===== src/rtl/number_entry.sv =====
// number_entry: keypad digit collection into a 4-place BCD entry register,
// followed by a multi-cycle BCD-to-binary conversion (MSB nibble first,
// acc = acc*10 + nibble each cycle) producing a 14-bit operand.
module number_entry #(
    parameter int CONV_STEPS = 4
) (
    input  logic        clk,
    input  logic        reset,
    input  logic        digit_valid,
    input  logic [3:0]  digit_in,
    input  logic        backspace,
    input  logic        clear,
    input  logic        convert,
    output logic [15:0] entry_bcd,
    output logic [2:0]  digit_count,
    output logic [13:0] number_o,
    output logic        number_valid,
    output logic        busy,
    output logic        error
);

    localparam logic ST_IDLE = 1'b0;
    localparam logic ST_CONV = 1'b1;
    localparam logic [1:0] LAST_STEP = 2'(CONV_STEPS - 1);

    logic        state;
    logic [1:0]  step;
    logic [13:0] acc;
    logic [3:0]  nib;
    logic [13:0] acc_next;
    logic        digit_ok;

    // a digit is only taken if it is legal BCD and there is room for it
    assign digit_ok = (digit_in <= 4'd9) && (digit_count < 3'd4);

    // pick the nibble for this step (thousands first) and form acc*10 + nibble
    always_comb begin
        nib = 4'h0;
        case (step)
            2'd0: nib = entry_bcd[15:12];
            2'd1: nib = entry_bcd[11:8];
            2'd2: nib = entry_bcd[7:4];
            default: nib = entry_bcd[3:0];
        endcase
        // max intermediate is 9999, fits in 14 bits without wrap
        acc_next = (acc << 3) + (acc << 1) + {10'd0, nib};
    end

    // edit handling in IDLE, one conversion step per cycle in CONV
    always_ff @(posedge clk or posedge reset) begin
        if (reset) begin
            state        <= ST_IDLE;
            step         <= 2'd0;
            acc          <= 14'd0;
            entry_bcd    <= 16'h0000;
            digit_count  <= 3'd0;
            number_o     <= 14'd0;
            number_valid <= 1'b0;
            busy         <= 1'b0;
            error        <= 1'b0;
        end else begin
            error <= 1'b0;
            if (state == ST_IDLE) begin
                if (clear) begin
                    entry_bcd    <= 16'h0000;
                    digit_count  <= 3'd0;
                    number_valid <= 1'b0;
                end else if (backspace) begin
                    // backspace on an empty entry is a silent no-op
                    if (digit_count != 3'd0) begin
                        entry_bcd    <= {4'h0, entry_bcd[15:4]};
                        digit_count  <= digit_count - 3'd1;
                        number_valid <= 1'b0;
                    end
                end else if (digit_valid) begin
                    if (digit_ok) begin
                        entry_bcd    <= {entry_bcd[11:0], digit_in};
                        digit_count  <= digit_count + 3'd1;
                        number_valid <= 1'b0;
                    end else begin
                        error <= 1'b1;
                    end
                end else if (convert) begin
                    state <= ST_CONV;
                    step  <= 2'd0;
                    acc   <= 14'd0;
                    busy  <= 1'b1;
                end
            end else begin
                if (clear) begin
                    // abort: entry emptied, last result kept but no longer valid
                    state        <= ST_IDLE;
                    step         <= 2'd0;
                    acc          <= 14'd0;
                    busy         <= 1'b0;
                    entry_bcd    <= 16'h0000;
                    digit_count  <= 3'd0;
                    number_valid <= 1'b0;
                end else begin
                    if (digit_valid || backspace || convert)
                        error <= 1'b1;
                    acc  <= acc_next;
                    step <= step + 2'd1;
                    if (step == LAST_STEP) begin
                        number_o     <= acc_next;
                        number_valid <= 1'b1;
                        busy         <= 1'b0;
                        state        <= ST_IDLE;
                    end
                end
            end
        end
    end

endmodule


===== config.mk =====
export PLATFORM = sky130hd
export DESIGN_NAME = number_entry
export DESIGN_NICKNAME = d
export VERILOG_FILES = /design/src/rtl/number_entry.sv
export SDC_FILE = /design/constraint.sdc
export NUM_CORES = 1
export LEC_CHECK = 0
export ABC_AREA = 1
export CORE_MARGIN = 3
export CORE_UTILIZATION = 45
export CTS_CLUSTER_DIAMETER = 150
export DETAILED_ROUTE_END_ITERATION = 7
export PLACE_DENSITY = 0.68
export SYNTH_ARGS = -nofsm -noshare
export SYNTH_HDL_FRONTEND = slang
export SYNTH_SLANG_ARGS = --single-unit

===== constraint.sdc =====
create_clock -name clk -period 3.1 [get_ports clk]
set_input_delay 0.62 -clock clk [delete_from_list [all_inputs] [get_ports clk]]
set_output_delay 0.62 -clock clk [all_outputs]
set_load 0.03 [all_outputs]

==> results of run 1 <==
==> where the power goes <==
part | switching [mW] | internal [mW] | total [mW]
combinational | 0.490 | 0.297 | 0.787
sequential | 0.0855 | 0.773 | 0.858
clock | 0.254 | 0.163 | 0.417
==> final cells by class <==
type / count / area, µm²
inverters: 55 / 209
well taps: 96 / 120
fillers: 651 / 3000
clock inverters: 3 / 22.5
flip-flops and latches: 52 / 1300
clock buffers: 5 / 68.8
multi-input cells: 279 / 1630
repair buffers: 49 / 480
==> per-layer routing <==
layer | routed length, µm | track usage (%) | vias up | part of all wire (%)
met3 | 350 | 2.93 | 13 | 4.6
li1 | - | - | 1394 | -
met2 | 3710 | 34.5 | 69 | 48
met4 | 138 | 6.63 | 0 | 1.8
met5 | 0 | 0 | - | 0
met1 | 3450 | 25.5 | 1320 | 45
==> sequential cells by signal (all words and copies together), names as in the netlist <==
register and count:
acc 13, number_valid 1, entry_bcd 16, digit_count 3
state 1, error 1, number_o 14, step 2
busy 1
==> cell families (layout without fill, tap and decap cells) <==
kind of cell | Yosys count | in the layout | synth area share (%)
simple gates | 176 | 176 | 24.3
compound gates | 67 | 67 | 12.5
buf+inv | 62 | 112 | 8.33
flops | 52 | 52 | 40.8
fa+ha+maj | 29 | 29 | 12.1
xor+xnor | 7 | 7 | 1.92
==> path summary, 6_finish.rpt <==
kind / cells past startpoint / end / slack (ps)
worst max-delay path: 16 / acc[8] / 270
worst min-delay path: 2 / number_valid / 460
worst max register to register: 16 / acc[8] / 270
worst min register to register: 2 / number_valid / 480
max in group asynchronous: 3 / acc[2] / 2070
min in group clk: 2 / number_valid / 480
==> cell usage in the layout, fill, tap and decap left out, types with 2 or more instances in the layout <==
cell type                         count
sky130_fd_sc_hd__clkbuf_8             5
sky130_fd_sc_hd__dfrtp_1             52
sky130_fd_sc_hd__a22oi_1              9
sky130_fd_sc_hd__o21ai_0             19
sky130_fd_sc_hd__nor2_1              12
sky130_fd_sc_hd__o21ai_1             14
sky130_fd_sc_hd__inv_2                6
sky130_fd_sc_hd__nor2_4               4
sky130_fd_sc_hd__nand2_2              2
sky130_fd_sc_hd__nand3_1             22
sky130_fd_sc_hd__inv_1               48
sky130_fd_sc_hd__fa_1                 3
sky130_fd_sc_hd__nand4_1              7
sky130_fd_sc_hd__o22ai_1             10
sky130_fd_sc_hd__nand3b_1             2
sky130_fd_sc_hd__xor2_1               5
sky130_fd_sc_hd__a21oi_1              6
sky130_fd_sc_hd__o21ai_2              3
sky130_fd_sc_hd__buf_4                4
sky130_fd_sc_hd__ha_1                26
sky130_fd_sc_hd__clkdlybuf4s50_1     45
sky130_fd_sc_hd__nand2_1            122
==> what timing repair did <==
item	in CTS	in global routing
resized for setup	0	5
endpoints found under the hold margin	0	0
setup endpoints to repair	0	6
==> cells in the mapped netlist (all sizes together), types with 2 or more instances <==
library cell,instances
a21oi,7
nor2,18
xor2,6
nand2,124
o21ai,36
fa,3
inv,55
a22oi,9
o22ai,10
nand3,23
buf,7
nand3b,2
a211oi,2
ha,26
nand4,7
dfrtp,52
==> results.ini, run 1 <==
[drt]
postRouteWirelength_um=7640
first_iter_violations=148
dr_total_vias=2796
ant_nets=0
via_per_inst=5.19
routedWlPerCell_um=14.2
detail_route.first_pass.iterations=5
route.detailed.drc=0

[power_and_ir_drop]
totalPowerFinal_mw=2.06
power_density_nw_per_um2=538
vdd_ir_drop_max_mv=0.416
power.static_leakage_nw=1.96

[placement]
placedInstanceArea_um2=3730
dp_hpwl_um=5950
place.port_buffers=45
gp_congestion=0.867
placed_cells_incl_taps=531
post-place-ws_ps=195

[sta]
fmax_mhz=353
grt_setup_unrepaired=no
worst_hold_slack_ps=457
worst_slack_ps=271
time_the_worst_path_needs_with_i_o_delays_and_setup_ps=2830
final-setup-viol-count=0
setup-tns-final_ps=0
period_share_pct=91.3
fin_worst_skew_ps=16.8
final_hold_vios=0
max_slew.worst_pin.slew_ps=565
timing_max_transition_violations_final=0
maxSlewHeadroom_pct=62.2

[setup_path]
timing.critical_path.slowest_stage_cell=sky130_fd_sc_hd__dfrtp_1
worst_setup_path_start_kind=flop
cp_slowest_stage_delay_ps=440
regToRegStartpoint=step[0]
crit_arrival_ps=3060
worst_path_maximum_fanout=5
worst_path_dominant_cell_family=adder cells
timing.setup.critical_path_class=reg2reg
crit_path_cell_trace=inv_1, ha_1, inv_1, o22ai_1, a211oi_2, a21oi_1, ha_1, ha_1, inv_1, fa_1, nor2_2, nor2_1, o21ai_1, or2_2, nand3_1, nand2_1
worst_setup_path_startpoint=step[0]
cp_data_required_time_ps=3330
end_kind=flop
critPathBufInv=3

[floorplanning]
initial_core_util_pct=46.6
floorplan.die_area_um2=8120
dieHeight_um=90.1
placement_rows=30
chipWidth_um=90.1
fp.coreArea_um2=6830
design.portCount=46

[global_route]
grt_use_total_pct=19.9
grt_overflow_total=0
antenna_found_initial=0
grt_first_pass_wirelength_um=13300
vias_in_the_first_global_route=2864
grt_start_max_net_pins=31

[synth]
synthesis.yosys.warnings=0
ys_seq_area_share_pct=40.8
netlist.top_cell.by_area=sky130_fd_sc_hd__dfrtp_1
syn_avg_cell_area_um2=8.11
synth_top_area_share_pct=40.8
synth_async_sr_flop_share_pct=100
synthesis.area_um2=3190
syn-num-nets=432
yosysUniqueCellTypes=33
synthesis.instances=393
netlist_top_cells_area=sky130_fd_sc_hd__dfrtp_1, sky130_fd_sc_hd__nand2_1, sky130_fd_sc_hd__ha_1
postSynthRegisterBits=52
yosys_most_used_dff=sky130_fd_sc_hd__dfrtp_1
synth_edf_count=0

[layout]
finalNetCount=481
antenna_cells=0
design_area_um2=3840
area_delta_synth_final_pct=20.4
drive_above_1_share_pct=7.90
instances_no_fill=539
final_cell_utilization_of_the_core_pct=56.2

[run]
cap_viol_max_count=0

[outcome]
run_status=complete, no violations

[clocking]
clk_pin_slew_worst_paths_ps=110
tritoncts.num_buffers=5
clock_insertion_delay_worst_skew_ps=320
clock_tree.htree_level_count=2
postCtsSetupRepairBufs=0
cts_sinks=52
root_buffer=sky130_fd_sc_hd__clkbuf_8
tritoncts=yes
ctsHoldBuffers=0
max-clock-path-buffers=2

[min_path]
holdCritPathClass=in2async

Note: power is estimated with default switching activity, not from simulation.
==> run 2, diff against run 1 <==
--- a/config.mk
+++ b/config.mk
@@ -8,7 +8,6 @@
 export ABC_AREA = 1
 export CORE_MARGIN = 3
 export CORE_UTILIZATION = 45
-export CTS_CLUSTER_DIAMETER = 150
 export DETAILED_ROUTE_END_ITERATION = 7
 export PLACE_DENSITY = 0.68
 export SYNTH_ARGS = -nofsm -noshare
==> results of run 2 <==
The final DEF is identical to that of run 1; final timing and power are the same.
==> run 3, diff against run 2 <==
--- a/config.mk
+++ b/config.mk
@@ -6,8 +6,9 @@
 export NUM_CORES = 1
 export LEC_CHECK = 0
 export ABC_AREA = 1
-export CORE_MARGIN = 3
+export CORE_MARGIN = 4
 export CORE_UTILIZATION = 45
+export CTS_BUF_LIST = sky130_fd_sc_hd__clkbuf_8
 export DETAILED_ROUTE_END_ITERATION = 7
 export PLACE_DENSITY = 0.68
 export SYNTH_ARGS = -nofsm -noshare
==> run 3 against run 2 <==
Count of clock-buffer cells in the layout up 2. Clock skew fell by 6.2 ps. Routed wire length is 3.9% higher. Die area is 4.5% higher. First-iteration DRC count increased by 53%. Cell area is 0.91% higher. Critical path type unchanged. Via count rose by 1.4%. Sequential power hardly changed. Register-to-register slack got worse by 30 ps. Setup slack worse by 34 ps. Highest routed layer unchanged. Cell count fell by 0.19%.
==> results.ini, run 3 (synthesis results as in run 1) <==
[clocking]
clock_tree.htree_level_count=2  ; unchanged
tritoncts.num_buffers=5  ; unchanged
postCtsSetupRepairBufs=0  ; unchanged
root_buffer=sky130_fd_sc_hd__clkbuf_8
max-clock-path-buffers=2  ; unchanged
tritoncts=yes
cts_sinks=52  ; unchanged
clk_pin_slew_worst_paths_ps=100  ; about the same
clock_insertion_delay_worst_skew_ps=310  ; about the same

[setup_path]
cp_data_required_time_ps=3310  ; -20 ps
regToRegSetupSlack_ps=240  ; -30 ps
end_kind=flop
regToRegStartpoint=step[0]
crit_arrival_ps=3070  ; about the same
worst_setup_path_start_kind=flop
worst_path_maximum_fanout=5  ; unchanged
worstReg2RegEnd=number_o[9]
reg2regPathDepth=15  ; -1
timing.setup.critical_path_class=reg2reg

[layout]
finalNetCount=480  ; -0.21%
most_frequent_standard_cell_in_the_layout_excluding_fill_and_tap_cells=sky130_fd_sc_hd__nand2_1
final_cell_mix=sky130_fd_sc_hd__nand2_1, sky130_fd_sc_hd__dfrtp_1, sky130_fd_sc_hd__inv_1
top_register=entry_bcd
antenna_cells=0  ; unchanged
biggestRegsByFlops=entry_bcd (16), number_o (14), acc (13)
area_delta_synth_final_pct=21.5
total_area_of_multi_input_combinational_cells_um2=1630  ; -0.31%
instances_no_fill=538  ; -0.19%
drive_above_1_share_pct=7.47  ; -0.43 points
register_area_um2=1300  ; unchanged
final_layout_fill_cell_count=675  ; +3.7%
largest_register_ffs=16  ; unchanged

[placement]
gp_congestion=0.874  ; +0.74%
dp_hpwl_um=6090  ; +2.3%
place.port_buffers=45  ; unchanged
placed_cells_incl_taps=530  ; -0.19%
post-place-ws_ps=143  ; -52.0 ps

[sta]
fin_worst_skew_ps=10.6  ; -6.16 ps
fmax_mhz=349  ; -1.2%
timing_max_transition_violations_final=0  ; unchanged
worst_slack_ps=236  ; -34.3 ps
grt_setup_unrepaired=no
maxSlewHeadroom_pct=61.7  ; -0.50 points
final-setup-viol-count=0  ; unchanged
time_the_worst_path_needs_with_i_o_delays_and_setup_ps=2860  ; +34.3 ps
period_share_pct=92.4  ; +1.1 points
final_hold_vios=0  ; unchanged
setup-tns-final_ps=0  ; unchanged
max_slew.worst_pin.slew_ps=573  ; +7.42 ps

[global_route]
grt_use_total_pct=20.3  ; +0.32 points
vias_in_the_first_global_route=2901  ; +1.3%
grt_start_max_net_pins=29  ; -6.5%
antenna_found_initial=0  ; unchanged
grt_first_pass_wirelength_um=14000  ; +5.3%
grt_overflow_total=0  ; unchanged

[drt]
via_per_inst=5.27  ; +1.6%
postRouteWirelength_um=7940  ; +3.9%
dr_total_vias=2836  ; +1.4%
detail_route.first_pass.iterations=5  ; unchanged
routedWlPerCell_um=14.8  ; +4.1%
first_iter_violations=227  ; +53%
ant_nets=0  ; unchanged
route.detailed.drc=0  ; unchanged

[floorplanning]
placement_rows=30  ; unchanged
fp.coreArea_um2=6830  ; unchanged
floorplan.die_area_um2=8490  ; +4.5%
initial_core_util_pct=46.6  ; unchanged
dieHeight_um=92.1  ; +2.2%
chipWidth_um=92.1  ; +2.2%
design.portCount=46  ; unchanged

[run]
cap_viol_max_count=0  ; unchanged

[min_path]
hold-path-cell-count=2
holdCritPathClass=reg2reg
min_delay_worst_endpoint=number_o[5]
min-delay-start=number_o[5]

[outcome]
run_status=complete, no violations

[power_and_ir_drop]
vdd_ir_drop_max_mv=0.341  ; -18%
power_density_nw_per_um2=561  ; +4.4%
power.static_leakage_nw=1.97  ; +0.84%

-- run 3: cell count changes in the layout (fill, tap and decap cells not counted) --
| cell | before | now |
|---|---|---|
| sky130_fd_sc_hd__a211oi_1 | 1 | 2 |
| sky130_fd_sc_hd__a211oi_2 | 1 | 0 |
| sky130_fd_sc_hd__buf_12 | 0 | 1 |
| sky130_fd_sc_hd__buf_4 | 4 | 2 |
| sky130_fd_sc_hd__bufinv_16 | 0 | 1 |
| sky130_fd_sc_hd__clkbuf_8 | 5 | 7 |
| sky130_fd_sc_hd__clkinv_2 | 1 | 0 |
| sky130_fd_sc_hd__clkinv_4 | 1 | 0 |
| sky130_fd_sc_hd__inv_6 | 1 | 0 |
-- run 3: per-stage QoR --
| stage | hold WS (ps) | util [%] | cell area [µm²] | power (mW) |
|---|---|---|---|---|
| floorplan | 453 | - | 3190 | 1.39 |
| global placement | 460 | 54.7 | 3730 | 1.64 |
| finish | 487 | 56.7 | 3870 | 2.17 |
| global route | 515 | 56.7 | 3870 | 2.32 |
| CTS | 492 | 56.5 | 3860 | 2.19 |
| detailed placement | 465 | 54.7 | 3730 | 1.66 |
-- run 3: layout make-up --
class                   instances  share of cell area (%)
clock buffers                   7                    2.49
clock inverters                 1                   0.776
inverters                      55                    5.40
multi-input cells             279                    42.1
flip-flops and latches         52                    33.6
well taps                      96                    3.10
repair buffers                 48                    12.5
-- run 3: timing repair --
item	CTS	global route
setup endpoints to repair	0	6
gates resized for setup	0	4
hold buffers	0	0
-- run 3: where the power goes --
| part | switching (mW) | total [mW] | internal, mW |
|---|---|---|---|
| sequential | 0.0875 | 0.861 | 0.773 |
| combinational | 0.497 | 0.795 | 0.298 |
| clock | 0.231 | 0.517 | 0.285 |
-- run 3: routing by layer --
metal	up-vias	global-route usage, %	wire length [µm]
met2	95	34.2	3960
met1	1357	27.2	3460
met4	0	4.21	87
met5	-	0	0
met3	9	3.61	427
li1	1375	-	-
-- run 3: worst max-delay path by stage --
stage | start | to | slack [ps] | cells past startpoint
2_1_floorplan | step[0] | acc[8] | 400 | 12
3_3_place_gp | step[0] | acc[8] | 280 | 12
3_5_place_dp | step[0] | number_o[8] | 140 | 12
4_1_cts | step[0] | number_o[8] | 110 | 12
5_1_grt | step[0] | acc[8] | 4 | 16
6_report | step[0] | number_o[9] | 240 | 15
-- run 3: worst max-delay path: stages (launching register included) --
cell and delay (ps):
sky130_fd_sc_hd__dfrtp_1 430, sky130_fd_sc_hd__inv_1 110, sky130_fd_sc_hd__ha_1 190, sky130_fd_sc_hd__inv_1 70
sky130_fd_sc_hd__o21ai_0 180, sky130_fd_sc_hd__o22ai_1 140, sky130_fd_sc_hd__fa_1 550, sky130_fd_sc_hd__inv_1 60
sky130_fd_sc_hd__ha_1 310, sky130_fd_sc_hd__nand3_1 70, sky130_fd_sc_hd__nand3_1 170, sky130_fd_sc_hd__nand2_1 100
sky130_fd_sc_hd__nand2_1 80, sky130_fd_sc_hd__xor2_2 160, sky130_fd_sc_hd__nand2_1 80, sky130_fd_sc_hd__nand2_1 50
==> variant: new RTL, config.mk and constraints of run 2 <==
Register the output `digit_count` once more, cleared by the reset; this adds one clock of latency there. The other outputs are not delayed to match.
--- a/src/rtl/number_entry.sv
+++ b/src/rtl/number_entry.sv
@@ -25,2 +25,4 @@
 
+    logic [2:0] digit_count_s0;
+
     logic        state;
@@ -33,3 +35,3 @@
     // a digit is only taken if it is legal BCD and there is room for it
-    assign digit_ok = (digit_in <= 4'd9) && (digit_count < 3'd4);
+    assign digit_ok = (digit_in <= 4'd9) && (digit_count_s0 < 3'd4);
 
@@ -55,3 +57,3 @@
             entry_bcd    <= 16'h0000;
-            digit_count  <= 3'd0;
+            digit_count_s0 <= 3'd0;
             number_o     <= 14'd0;
@@ -65,3 +67,3 @@
                     entry_bcd    <= 16'h0000;
-                    digit_count  <= 3'd0;
+                    digit_count_s0 <= 3'd0;
                     number_valid <= 1'b0;
@@ -69,5 +71,5 @@
                     // backspace on an empty entry is a silent no-op
-                    if (digit_count != 3'd0) begin
+                    if (digit_count_s0 != 3'd0) begin
                         entry_bcd    <= {4'h0, entry_bcd[15:4]};
-                        digit_count  <= digit_count - 3'd1;
+                        digit_count_s0 <= digit_count_s0 - 3'd1;
                         number_valid <= 1'b0;
@@ -77,3 +79,3 @@
                         entry_bcd    <= {entry_bcd[11:0], digit_in};
-                        digit_count  <= digit_count + 3'd1;
+                        digit_count_s0 <= digit_count_s0 + 3'd1;
                         number_valid <= 1'b0;
@@ -96,3 +98,3 @@
                     entry_bcd    <= 16'h0000;
-                    digit_count  <= 3'd0;
+                    digit_count_s0 <= 3'd0;
                     number_valid <= 1'b0;
@@ -114,2 +116,10 @@
 
+    always_ff @(posedge clk or posedge reset) begin
+        if (reset) begin
+            digit_count <= '0;
+        end else begin
+            digit_count <= digit_count_s0;
+        end
+    end
+
 endmodule
Behaviour: not the same (a bounded check fails within 4 cycles, from zero or initial values and one cycle with reset high).
==> variant against run 2 <==
  * Area after synthesis grew 1.4%
  * Setup slack gained 12 ps
  * Non-clock buffer count unchanged
  * Routed wire length decreased by 2.2%
  * Global-route usage fell by 0.11 points
  * Power decreased by 12%
  * Cell count rose by 0.56%
  * Cell area barely moved
  * First-iteration DRC count fell by 19%
  * Sequential cell count increased by 3
  * Critical endpoint unchanged
==> variant: results (changes against run 2) <==
Vias in the first global route -> 2879 (+0.52%)
Placed cell count -> 534 (+0.56%)
Max Clock Skew -> 9.12 ps (-7.63 ps)
Fraction of the mapped netlist area in compound gates -> 0.117 (-0.00833)
1st-iter DRT viols -> 120 (-19%)
Met1 WL -> 3520 um (+2.1%)
Hold Path Class -> register to register
Vias/cell -> 5.13 (-1.2%)
CP peak stage delay -> 490 ps (+50 ps)
Gr usage total -> 0.198 (-0.00113)
Cells after Synth -> 399 (+1.5%)
GR Layer Usage met1 -> 0.265 (+0.0101)
Run status -> finished clean
Via count -> 2778 (-0.64%)
Sequential area share after synthesis -> 0.426 (+0.0175)
Final GP Congestion -> 0.876 (+0.98%)
Pleak -> 1.97 nW (+0.52%)
Worst reg2reg path depth -> 12 (-4)
Most frequent cells after synthesis -> 135 x nand2_1, 55 x dfrtp_1, 42 x inv_1
Fillcell total -> 653 (+0.31%)
Adder-cell area share of the yosys netlist -> 0.119 (-0.00169)
Met2 global-route usage -> 0.328 (-0.0174)
Peak supply drop -> 0.359 mV (-14%)
CP max-delay cell -> fa_1
Area after DPL -> 3750 sq um (+0.57%)
Detailed-placement wirelength estimate -> 5650 um (-4.9%)
Tightest Pin Transition -> 695 ps (+130 ps)
Synth cell types -> 30 (-9.1%)
GR Layer Usage met3 -> 0.0292 (-0.000122)
First-pass GRT wire length -> 13400 um (+0.83%)
Layout cells sized above 1 -> 0.0561 (-0.0230)
Met3 routed WL -> 314 um (-10%)
Post-Synth XOR/XNOR Area -> 0.0163 (-0.00298)
Fmax -> 355 MHz (+0.43%)
CP max FO -> 4 (-1)
Met2 wire len -> 3520 um (-5.1%)
Critical Path AT -> 3070 ps (about the same)
Synthesized net count -> 438 (+1.4%)
Final core occ -> 0.559 (-0.00270)
Final net count -> 484 (+0.62%)
variant: cell count changes after synthesis, sizes merged, moves of 2 or more:
cell and change:
buf +3, xor2 -2, o22ai -8, inv -9, a211oi -2, a31oi +2, nand4 -3, a22oi +3
nand2 +11, o21ai +5, dfrtp +3
variant: area by class of cell:
cell class	instances	area share
multi-input cells	288	0.418
flip-flops and latches	55	0.359
repair buffers	49	0.125
inverters	46	0.0450
well taps	96	0.0313
clock buffers	6	0.0189
clock inverters	2	0.00326
variant: power by group:
group	switching [mW]	internal, mW	leakage, nW
clock network	0.237	0.159	0.0412
registers	0.0714	0.796	0.741
logic	0.337	0.207	1.18
total	0.646	1.16	1.97
variant: cell families after synthesis:
kind of cell,after synthesis
simple gates,187
flops,55
compound gates,66
xor+xnor,6
buf+inv,56
fa+ha+maj,29
variant: critical path, delay by kind of cell (launching register included):
kind,cells,cell delay (ps)
buffers and inverters,1,90
flip-flops,1,390
AO/OA/AOI/OAI,3,570
AND/OR/NAND/NOR,5,510
adder cells (fa/ha/maj),3,1180
